File: src/rtl/signed_bcd_conv.sv
// Multi-cycle two's-complement to packed-BCD converter using double dabble.
// Produces sign, BCD magnitude and significant digit count for a 7-seg driver.
module signed_bcd_conv #(
  parameter int WIDTH  = 32,
  parameter int DIGITS = 10
) (
  input  logic                  uclk,
  input  logic                  rst,
  input  logic                  start,
  input  logic [WIDTH-1:0]      value,
  output logic                  busy,
  output logic                  done,
  output logic [4*DIGITS-1:0]   bcd,
  output logic                  neg,
  output logic [3:0]            ndigits
);

  localparam int CW = $clog2(WIDTH + 1);

  typedef enum logic [1:0] {IDLE, SHIFT, FINISH} state_t;

  state_t                state_q, state_d;
  logic [CW-1:0]         cnt_q, cnt_d;
  logic [WIDTH-1:0]      mag_q, mag_d;
  logic [4*DIGITS-1:0]   scratch_q, scratch_d;
  logic [4*DIGITS-1:0]   bcd_q, bcd_d;
  logic                  neg_q, neg_d;
  logic [3:0]            ndig_q, ndig_d;
  logic                  done_q, done_d;
  logic [4*DIGITS-1:0]   adj;
  logic [3:0]            lead;

  // Add-3 correction applied to every scratch digit before the shift
  for (genvar gi = 0; gi < DIGITS; gi++) begin : g_adj
    assign adj[4*gi +: 4] = (scratch_q[4*gi +: 4] >= 4'd5) ?
                            scratch_q[4*gi +: 4] + 4'd3 : scratch_q[4*gi +: 4];
  end

  always_comb begin
    lead = 4'd1;
    for (int i = 0; i < DIGITS; i++) begin
      if (scratch_q[4*i +: 4] != 4'd0) lead = 4'(i + 1);
    end
  end

  always_ff @(posedge uclk) begin
    if (rst) state_q <= IDLE;
    else     state_q <= state_d;
  end

  always_comb begin
    state_d = state_q;
    case (state_q)
      IDLE:    if (start) state_d = SHIFT;
      SHIFT:   if (cnt_q == CW'(WIDTH - 1)) state_d = FINISH;
      FINISH:  state_d = IDLE;
      default: state_d = IDLE;
    endcase
  end

  always_comb begin
    cnt_d     = cnt_q;
    mag_d     = mag_q;
    scratch_d = scratch_q;
    bcd_d     = bcd_q;
    neg_d     = neg_q;
    ndig_d    = ndig_q;
    done_d    = 1'b0;
    case (state_q)
      IDLE: begin
        if (start) begin
          neg_d     = value[WIDTH-1];
          // Unsigned negate, so the most negative input maps to 2^(WIDTH-1)
          mag_d     = value[WIDTH-1] ? (~value + WIDTH'(1)) : value;
          scratch_d = '0;
          cnt_d     = '0;
        end
      end
      SHIFT: begin
        {scratch_d, mag_d} = {adj, mag_q} << 1;
        cnt_d              = cnt_q + CW'(1);
      end
      FINISH: begin
        bcd_d  = scratch_q;
        ndig_d = lead;
        done_d = 1'b1;
      end
      default: ;
    endcase
  end

  always_ff @(posedge uclk) begin
    if (rst) begin
      cnt_q     <= '0;
      mag_q     <= '0;
      scratch_q <= '0;
      bcd_q     <= '0;
      neg_q     <= 1'b0;
      ndig_q    <= 4'd1;
      done_q    <= 1'b0;
    end else begin
      cnt_q     <= cnt_d;
      mag_q     <= mag_d;
      scratch_q <= scratch_d;
      bcd_q     <= bcd_d;
      neg_q     <= neg_d;
      ndig_q    <= ndig_d;
      done_q    <= done_d;
    end
  end

  assign busy    = (state_q != IDLE);
  assign done    = done_q;
  assign bcd     = bcd_q;
  assign neg     = neg_q;
  assign ndigits = ndig_q;

endmodule
File: config.mk
export PLATFORM = sky130hd
export DESIGN_NAME = signed_bcd_conv
export DESIGN_NICKNAME = d
export VERILOG_FILES = /design/src/rtl/signed_bcd_conv.sv
export SDC_FILE = /design/constraint.sdc
export NUM_CORES = 1
export LEC_CHECK = 0
export BUFFER_PORTS_ARGS = -buffer_cell sky130_fd_sc_hd__buf_2
export CORE_MARGIN = 1
export CORE_UTILIZATION = 35
export CTS_CLUSTER_DIAMETER = 100
export CTS_CLUSTER_SIZE = 20
export DETAILED_ROUTE_END_ITERATION = 8
export PLACE_DENSITY = 0.52
export SLEW_MARGIN = 20
export SYNTH_ARGS = -nofsm -noshare
export SYNTH_HDL_FRONTEND = slang
export SYNTH_SLANG_ARGS = --single-unit
File: constraint.sdc
create_clock -name uclk -period 2.4 [get_ports uclk]
set_input_delay 0.24 -clock uclk [delete_from_list [all_inputs] [get_ports uclk]]
set_output_delay 0.24 -clock uclk [all_outputs]
set_load 0.03 [all_outputs]
* Yosys cells after proc, flatten, opt, wreduce, memory -nomap -nowiden *
Cells that the tools add are included.

cells by class
  equal/unequal tests = 5
  reduce and logical (&&, ||, !) cells = 15
  bitwise gates (word level) = 1
  order comparisons = 10
  multiplexer cells = 30
  add/sub/neg operators = 12

operator list
  kind                                                  number
  case mux 40 bit (2 select lines)                      1
  two-way mux 32 bit                                    2
  two-way mux 4 bit                                     16
  case mux 32 bit (2 select lines)                      1
  >= comparator 4 x 3 -> 1 bit (second input constant)  10
  two-way mux 40 bit                                    1
  adder 4 x 2 -> 4 bit (second input constant)          9
  nonzero test 4 bit                                    9
  adder 32 x 1 -> 32 bit (second input constant)        1
  inverter 32 bit                                       1
  case mux 6 bit (2 select lines)                       1
  two-way mux 2 bit                                     4
  adder 6 x 1 -> 6 bit (second input constant)          1
  equality test 6 x 5 -> 1 bit (second input constant)  1
  two-way mux 6 bit                                     1
  AND reduction 2 bit                                   3
  inequality test 2 bit (second input constant)         2
  case mux 2 bit (2 select lines)                       1
  nonzero test 2 bit                                    2
  adder 3 x 2 -> 3 bit (second input constant)          1
  two-way mux 3 bit                                     1
  equality test 2 x 1 -> 1 bit (second input constant)  1
  equality test 2 bit (second input constant)           1
  logical NOT 2 bit                                     1
  two-way mux 1 bit                                     1

word-level totals
  register bits = 126
  output and inout port bits = 47
  input bits = 35
  logic and storage cells = 81

* Longest topological paths before layout *
Gate-level depths: netlist of run 1.

  word-level depth = 10
  mapped depth = 7
  depth with buffers taken out = 7

* Least setup slack after synthesis of run 1 *
No wires, ideal clock.

  path kind = register to register
  start = reg scratch_q[4]
  end = reg ndig_q[0] (netlist: ndigits[0])
  arrival time = 1.661 ns
  path slack = 0.617 ns
  buffers on the path = 0
  setup time = 0.122 ns
  stages on the path, launching flop included = 8
  data required time = 2.278 ns
  period minus slack after synthesis = 1.783 ns
  cell sequence = dfxtp_1 > inv_1 > ha_1 > nor3b_1 > o41ai_1 > nand4_1 > a41o_1 > a221o_1

on the way
  cells in the longest elaborated chain, start to end = 10

ends and longest elaborated chain
  element                         RTL line  source
  start: declaration              25        logic [4*DIGITS-1:0] scratch_q, scratch_d;
  start signal: assignment        104       scratch_q <= scratch_d;
  nonzero test 4 bit              42        if (scratch_q[4*i +: 4] != 4'd0) lead = 4'(i + 1);
  two-way mux 2 bit (2 in a row)  42
  two-way mux 4 bit (7 in a row)  42
  end signal: assignment          107       ndig_q <= ndig_d;
  end: declaration                28        logic [3:0] ndig_q, ndig_d;

Every way passes these cells.
A chain may end at the register's enable or synchronous reset.

* Final worst setup path of run 1 *
Same ends and word-level chain as after synthesis.

==> results of run 1 <==
Yosys cell counts (all sizes together), types with 3 or more instances:
master	count	area share, %
a21oi	81	6.6
a221oi	4	0.57
a22o	12	1.7
a22oi	19	2.3
a31oi	4	0.40
a32o	10	1.6
a41o	3	0.51
and3	8	0.81
buf	13	0.95
clkbuf	29	1.8
dfxtp	126	41
ha	22	4.5
inv	26	1.6
nand2	124	7.5
nand2b	13	1.3
nand3	8	0.85
nand4	8	1.2
nor2	29	1.8
nor2b	3	0.30
nor3	9	1.1
nor3b	11	1.4
nor4	8	2.0
o211ai	6	0.73
o21ai	28	2.3
o22ai	33	3.3
o311ai	3	0.43
o31ai	19	2.3
o41ai	4	0.93
or3	3	0.30
xnor2	14	2.0
xor2	16	2.3
through the flow:
| step | cells | hold WS (ns) |
|---|---|---|
| floorplan | 723 | 0.341 |
| global placement | 1000 | 0.438 |
| detailed placement | 1000 | 0.444 |
| CTS | 1028 | 0.0980 |
| global route | 1028 | 0.105 |
| finish | 1028 | 0.117 |
flip-flops by register name, indices dropped and copies added, names as in the netlist:
signal / flops
bcd: 40
cnt_q: 6
done: 1
mag_q: 32
ndigits: 4
neg: 1
scratch_q: 40
state_q: 2
final cells by class:
| cell class | count | share of cell area, % |
|---|---|---|
| Clock inverter | 9 | 1.33 |
| Sequential cell | 126 | 34.3 |
| Timing Repair Buffer | 94 | 6.84 |
| Multi-Input combinational cell | 529 | 46.3 |
| Clock buffer | 19 | 6.03 |
| Inverter | 26 | 1.33 |
| Tap cell | 225 | 3.83 |
metal layers:
layer,share of wire [%],wire (um)
met5,0,0
met4,1.2,185
met3,4.4,684
met2,49,7670
met1,45,7050
worst max-delay path: stages (launching register included):
cell,delay [ns]
dfxtp_1,0.36
inv_1,0.10
ha_1,0.24
nor3b_1,0.17
o41ai_1,0.36
nand4_1,0.14
a41o_1,0.25
a221o_1,0.30
cell families (layout without fill, tap and decap cells):
family,count (synthesis),after routing,synth area share [%]
adder cells (fa/ha/maj),22,22,4.45
XOR/XNOR,30,30,4.25
buffers and inverters,68,148,4.29
AND/OR/NAND/NOR,234,234,20.0
multiplexers,3,3,0.506
AO/OA/AOI/OAI,240,240,25.7
flip-flops,126,126,40.8
layout by cell type (no fill, tap or decap), drive strengths merged, types with 8 or more instances in the layout:
master / instances
o22ai: 33
nand3: 8
xor2: 16
a22o: 12
and3: 8
nor2: 29
nand4: 8
a32o: 10
nor3: 9
a22oi: 19
clkbuf: 19
o21ai: 28
xnor2: 14
dfxtp: 126
o31ai: 19
inv: 26
nand2b: 13
nand2: 124
nor3b: 11
nor4: 8
buf: 94
a21oi: 81
ha: 22
worst min path at each step:
stage | cells after the start | end | from | slack, ns
after floorplan | 1 | mag_q[31] | value[29] | 0.34
after global placement | 2 | ndigits[2] | ndigits[2] | 0.44
after detailed placement | 2 | bcd[35] | bcd[35] | 0.44
after CTS | 2 | mag_q[31] | value[29] | 0.1
after global routing | 2 | mag_q[31] | value[29] | 0.10
final | 2 | mag_q[31] | value[29] | 0.12
power groups by stage:
stage | clock, uW | sequential, uW | combinational, uW
finish | 2390 | 2170 | 400
global route | 2550 | 2180 | 442
CTS | 2450 | 2170 | 402
detailed placement | 0 | 2220 | 401
global placement | 0 | 2210 | 394
floorplan | 0 | 2210 | 256
==> metrics.md, run 1 <==
| Metric | Value |
|---|---|
| Core area | 0.0173 mm^2 |
| Maximum Capacitance Violations | 0 |
| Area Growth Syn to Fin | 18.9% |
| Primary FF master, synth | dfxtp_1 |
| TNS Setup | 0 ns |
| Met3 Usage GRT | 4.17% |
| Initial Utilization | 35.7% |
| CTS tree | done |
| P_leak | 0.00276 uW |
| Multi-input gate area | 0.00341 mm^2 |
| CTS resizes | 0 |
| Post-CTS setup buffer count | 0 |
| Switch Pwr | 1170 uW |
| Hold Buf Count CTS | 0 |
| Sw Share | 23.5% |
| # port buffers | 81 |
| Netlist Area Pre-Place | 0.00618 mm^2 |
| Nets | 851 |
| Worst R2R End | ndigits[0] |
| Die area | 0.0182 mm^2 |
| Final Skew | 0.00800 ns |
| Tightest Pin Transition | 0.715 ns |
| Avg WL per Cell | 15.2 um |
| Synth warnings | 0 |
| Routability congestion estimate | 0.833 |
| IO Pins | 82 |
| # DRC | 0 |
| Clock Tree Root | clkbuf_16 |
| CP Launch Type | register |
| Gr usage total | 17.7% |
| N_diodes | 0 |
| Rows | 48 |
| CP Class | reg2reg |
| FF-to-FF setup slack | 0.36 ns |
| Slew Limit Fails | 0 |
| Status | finished clean |
| Max Buffers Root-to-Sink | 2 |
| Layout cells sized above 1 | 18.3% |
| PD cells | 676 mW/mm^2 |
| Die Span Y | 135 um |
| Syn Area/Cell | 8.55 um^2 |
| Crit end category | register |
| DRT antenna net count | 0 |
| Clock Latency Late Sink | 0.41 ns |
| Power, Total | 4970 uW |
| Number of buffers created by CTS | 17 |
| Comb pwr share | 8.1% |
| GRT overflow | 0 |
| Mapped Nets | 780 |
| Cell area after placement | 0.00681 mm^2 |
| Chip width | 135 um |
| CTS sink cnt | 126 |
| F_max | 491 MHz |
| Largest net degree at the start of global routing | 53 |
| Clock-pin transition on the worst setup and hold timing paths | 0.05 ns |
| Worst flop-to-flop path startpoint | scratch_q[4] |
| Via count | 5576 |
| Final setup fails | 0 |
| Vias in the first global route | 5219 |
| Clk pwr share | 48.2% |
| Endpoints failing hold | 0 |
| Final instance area | 0.00735 mm^2 |
| GRT met1 Usage | 21.6% |
| Synthesis-stage register bit count | 126 |
| First-pass GRT wire length | 25500 um |
| GR peak layer | met2 |
| M2 GR Usage | 30.3% |
| Initial DRC count | 343 |
| CP max FO | 4 |
| DRT Wirelength | 15600 um |
| Sequential cell fraction of total power | 43.8% |
| Htree depth | 4 |
| Peak VDD IR | 0.491 mV |
| Initial antenna violation count | 0 |
| Final period util | 84.8% |
| Hold/Removal Path Class | in2reg |
| Synth unique cells | 62 |
| Crit path capture | ndigits[0] |
| PnR worst setup slack | 0.364 ns |
| Slew margin rel. | 51.6% |
| Share of the core filled with cells | 42.5% |
| Synth Instances | 723 |
| Min cycle time layout | 2.04 ns |
| Hpwl dp | 10700 um |
| Register area | 0.00252 mm^2 |
| Worst reg2reg path depth | 7 |
| Worst Path Arrival | 2.33 ns |
| Sequential share of the synthesized area | 40.8% |
| Vias per cell | 5.42 |
| Asr flop ratio synth | 0% |
| Start point of the critical path | scratch_q[4] |
| Cell Int Power | 3800 uW |
| Fillers | 1764 |
| RSZ-0062 raised after global routing | false |
| Critical path data required time | 2.70 ns |
| Dpl ws | 0.321 ns |
| Post-synth EDFFs | 0 |
| DR pass1 iterations | 5 |
Note: power is estimated with default switching activity, not from simulation.
==> run 2: changes to the inputs <==
PLACE_DENSITY = 0.54   (was 0.52)
clock period = 1.86 ns   (was 2.4 ns; I/O delays follow)
==> run 2 against run 1 <==
Sequential cell count did not move. Clock skew is essentially flat. First-iteration DRC count fell by 27%. Non-clock buffer count is 24 higher. Critical path type unchanged. Largest cell class unchanged.
==> metrics.md, run 2 (synthesis results as in run 1) <==
| Metric | Value |
|---|---|
| Status | finished clean (unchanged) |
| Nets | 875 (was 851) |
| Htree depth | 4 (unchanged) |
| CTS tree | done (unchanged) |
| Hpwl dp | 11200 um (was 10700 um) |
| Tightest Pin Transition | 0.499 ns (was 0.715 ns) |
| Routability congestion estimate | 0.880 (was 0.833) |
| Peak VDD IR | 0.563 mV (was 0.491 mV) |
| Top delay family on crit path | compound AO/OA/AOI/OAI gates (unchanged) |
| Worst reg2reg path depth | 7 (unchanged) |
| Area Growth Syn to Fin | 24.8% (was 18.9%) |
| P_leak | 0.00296 uW (was 0.00276 uW) |
| Fillers | 1748 (was 1764) |
| Most common cell after layout, fill and taps aside | nand2_1 (was dfxtp_1) |
| Largest net degree at the start of global routing | 43 (was 53) |
| Rows | 48 (unchanged) |
| Gr usage total | 18.0% (was 17.7%) |
| Routed wl met3 | 710 um (was 684 um) |
| PD cells | 905 mW/mm^2 (was 676 mW/mm^2) |
| Maximum Capacitance Violations | 0 (unchanged) |
| M1 wire length | 7170 um (was 7050 um) |
| Crit end category | register (unchanged) |
| Final period util | 94.6% (was 84.8%) |
| Clock-pin transition on the worst setup and hold timing paths | 0.06 ns (was 0.05 ns) |
| Clock Latency Late Sink | 0.42 ns (was 0.41 ns) |
| DRT antenna net count | 0 (unchanged) |
| DRT Wirelength | 15800 um (was 15600 um) |
| Min cycle time layout | 1.76 ns (was 2.04 ns) |
| Endpoints failing hold | 0 (unchanged) |
| Hold Crit Depth | 2 (unchanged) |
| CP Launch Type | register (unchanged) |
| DR pass1 iterations | 5 (unchanged) |
| Chip width | 135 um (unchanged) |
| Post-CTS setup buffer count | 0 (unchanged) |
| Hold/Removal Path Class | in2reg (unchanged) |
| Slew margin rel. | 66.7% (was 51.6%) |
| Top sig layer | met4 (unchanged) |
| First-pass GRT wire length | 26100 um (was 25500 um) |
| Stages on the worst setup path | 7 (unchanged) |
| Worst-path cell chain | inv_1, ha_2, nor3b_2, o41ai_2, nand4_1, a41o_1, a221o_1 (was inv_1, ha_1, nor3b_1, o41ai_1, nand4_1, a41o_1, a221o_1) |
| Worst path slowest cell | dfxtp_2 (was dfxtp_1) |
| Worst Path Arrival | 2.07 ns (was 2.33 ns) |
| Buf/Inv on CP | 1 (unchanged) |
| Final Skew | 0.00800 ns (about the same) |
| N_diodes | 0 (unchanged) |
| GRT overflow | 0 (unchanged) |
| RSZ-0062 raised after global routing | false (unchanged) |
| Vias per cell | 5.30 (was 5.42) |
| Most frequent cells in the layout | 124 x nand2_1, 120 x dfxtp_1, 81 x a21oi_1, 81 x buf_2, 34 x buf_4 (was 126 x dfxtp_1, 124 x nand2_1, 81 x a21oi_1, 81 x buf_2, 33 x o22ai_1) |
| Initial Utilization | 35.7% (unchanged) |
| Critical path data required time | 2.17 ns (was 2.70 ns) |
| Max Buffers Root-to-Sink | 2 (unchanged) |
| Initial antenna violation count | 0 (unchanged) |
| CP Class | reg2reg (unchanged) |
| Worst path max stage delay | 0.32 ns (was 0.36 ns) |
| Die Span Y | 135 um (unchanged) |
| # port buffers | 81 (unchanged) |
| Met2 wire len | 7670 um (about the same) |
| F_max | 568 MHz (was 491 MHz) |
| IO Pins | 82 (unchanged) |
| Die area | 0.0182 mm^2 (unchanged) |
| Clock Tree Root | clkbuf_16 (unchanged) |
| Slew Limit Fails | 0 (unchanged) |
| Via count | 5594 (was 5576) |
| Core area | 0.0173 mm^2 (unchanged) |
| Vias in the first global route | 5467 (was 5219) |
| Avg WL per Cell | 14.9 um (was 15.2 um) |
| Final setup fails | 0 (unchanged) |
| Power, Total | 6980 uW (was 4970 uW) |
| CP max FO | 2 (was 4) |
| Layout cells sized above 1 | 22.6% (was 18.3%) |
| Hold Worst Slack | 0.0562 ns (was 0.117 ns) |
| CTS sink cnt | 126 (unchanged) |
| # DRC | 0 (unchanged) |
| Initial DRC count | 249 (was 343) |
| Number of buffers created by CTS | 17 (unchanged) |
-- run 2: cell count changes in the layout (fill, tap and decap cells not counted), sizes merged --
cell | before | now
clkbuf | 19 | 21
bufinv | 2 | 5
clkinvlp | 1 | 3
clkinv | 6 | 3
buf | 94 | 118
-- run 2: through the flow --
stage / util, % / setup WS [ns] / TNS, ns / area, um^2 / cells
floorplan: - / 0.0775 / 0 / 6180 / 723
global placement: 40.6 / -0.0123 / -0.0196 / 7030 / 1024
detailed placement: 40.6 / -0.0633 / -0.224 / 7030 / 1024
CTS: 44.5 / 0.00618 / 0 / 7700 / 1056
global route: 44.6 / 0.0190 / 0 / 7720 / 1056
finish: 44.6 / 0.0997 / 0 / 7720 / 1056
-- run 2: per-layer routing --
metal / GRT usage, % / up-vias
met5: 0 / -
met4: 7.99 / 0
met3: 3.79 / 19
met2: 30.4 / 131
met1: 22.0 / 2610
li1: - / 2834
-- run 2: area by class of cell --
cell class	instances	area, um^2	area share [%]
inverter	26	97.6	1.26
multi-input combinational	529	3440	44.6
tap	225	282	3.65
sequential	126	2530	32.8
clock inverter	11	188	2.43
timing repair buffer	118	721	9.34
clock buffer	21	460	5.97
-- run 2: where the power goes --
| part | leakage [uW] | total [uW] | internal (uW) | switching [uW] |
|---|---|---|---|---|
| clock | 0.000309 | 3630 | 2440 | 1190 |
| sequential | 0.00102 | 2800 | 2760 | 37.3 |
| combinational | 0.00162 | 548 | 207 | 341 |
| total | 0.00296 | 6980 | 5410 | 1570 |
-- run 2: final timing paths --
check,endpoint,slack (ns),start
setup reg to reg,ndigits[0],0.1,scratch_q[4]
setup / recovery,ndigits[0],0.1,scratch_q[4]
hold reg to reg,bcd[22],0.45,bcd[22]
hold / removal,mag_q[31],0.06,value[29]
-- run 2: what timing repair did --
item / CTS / global route
pin swaps: 3 / 3
setup endpoints to repair: 1 / 17
hold endpoints to repair: 0 / 0
hold buffers: 0 / 0
gates resized for setup: 6 / 8
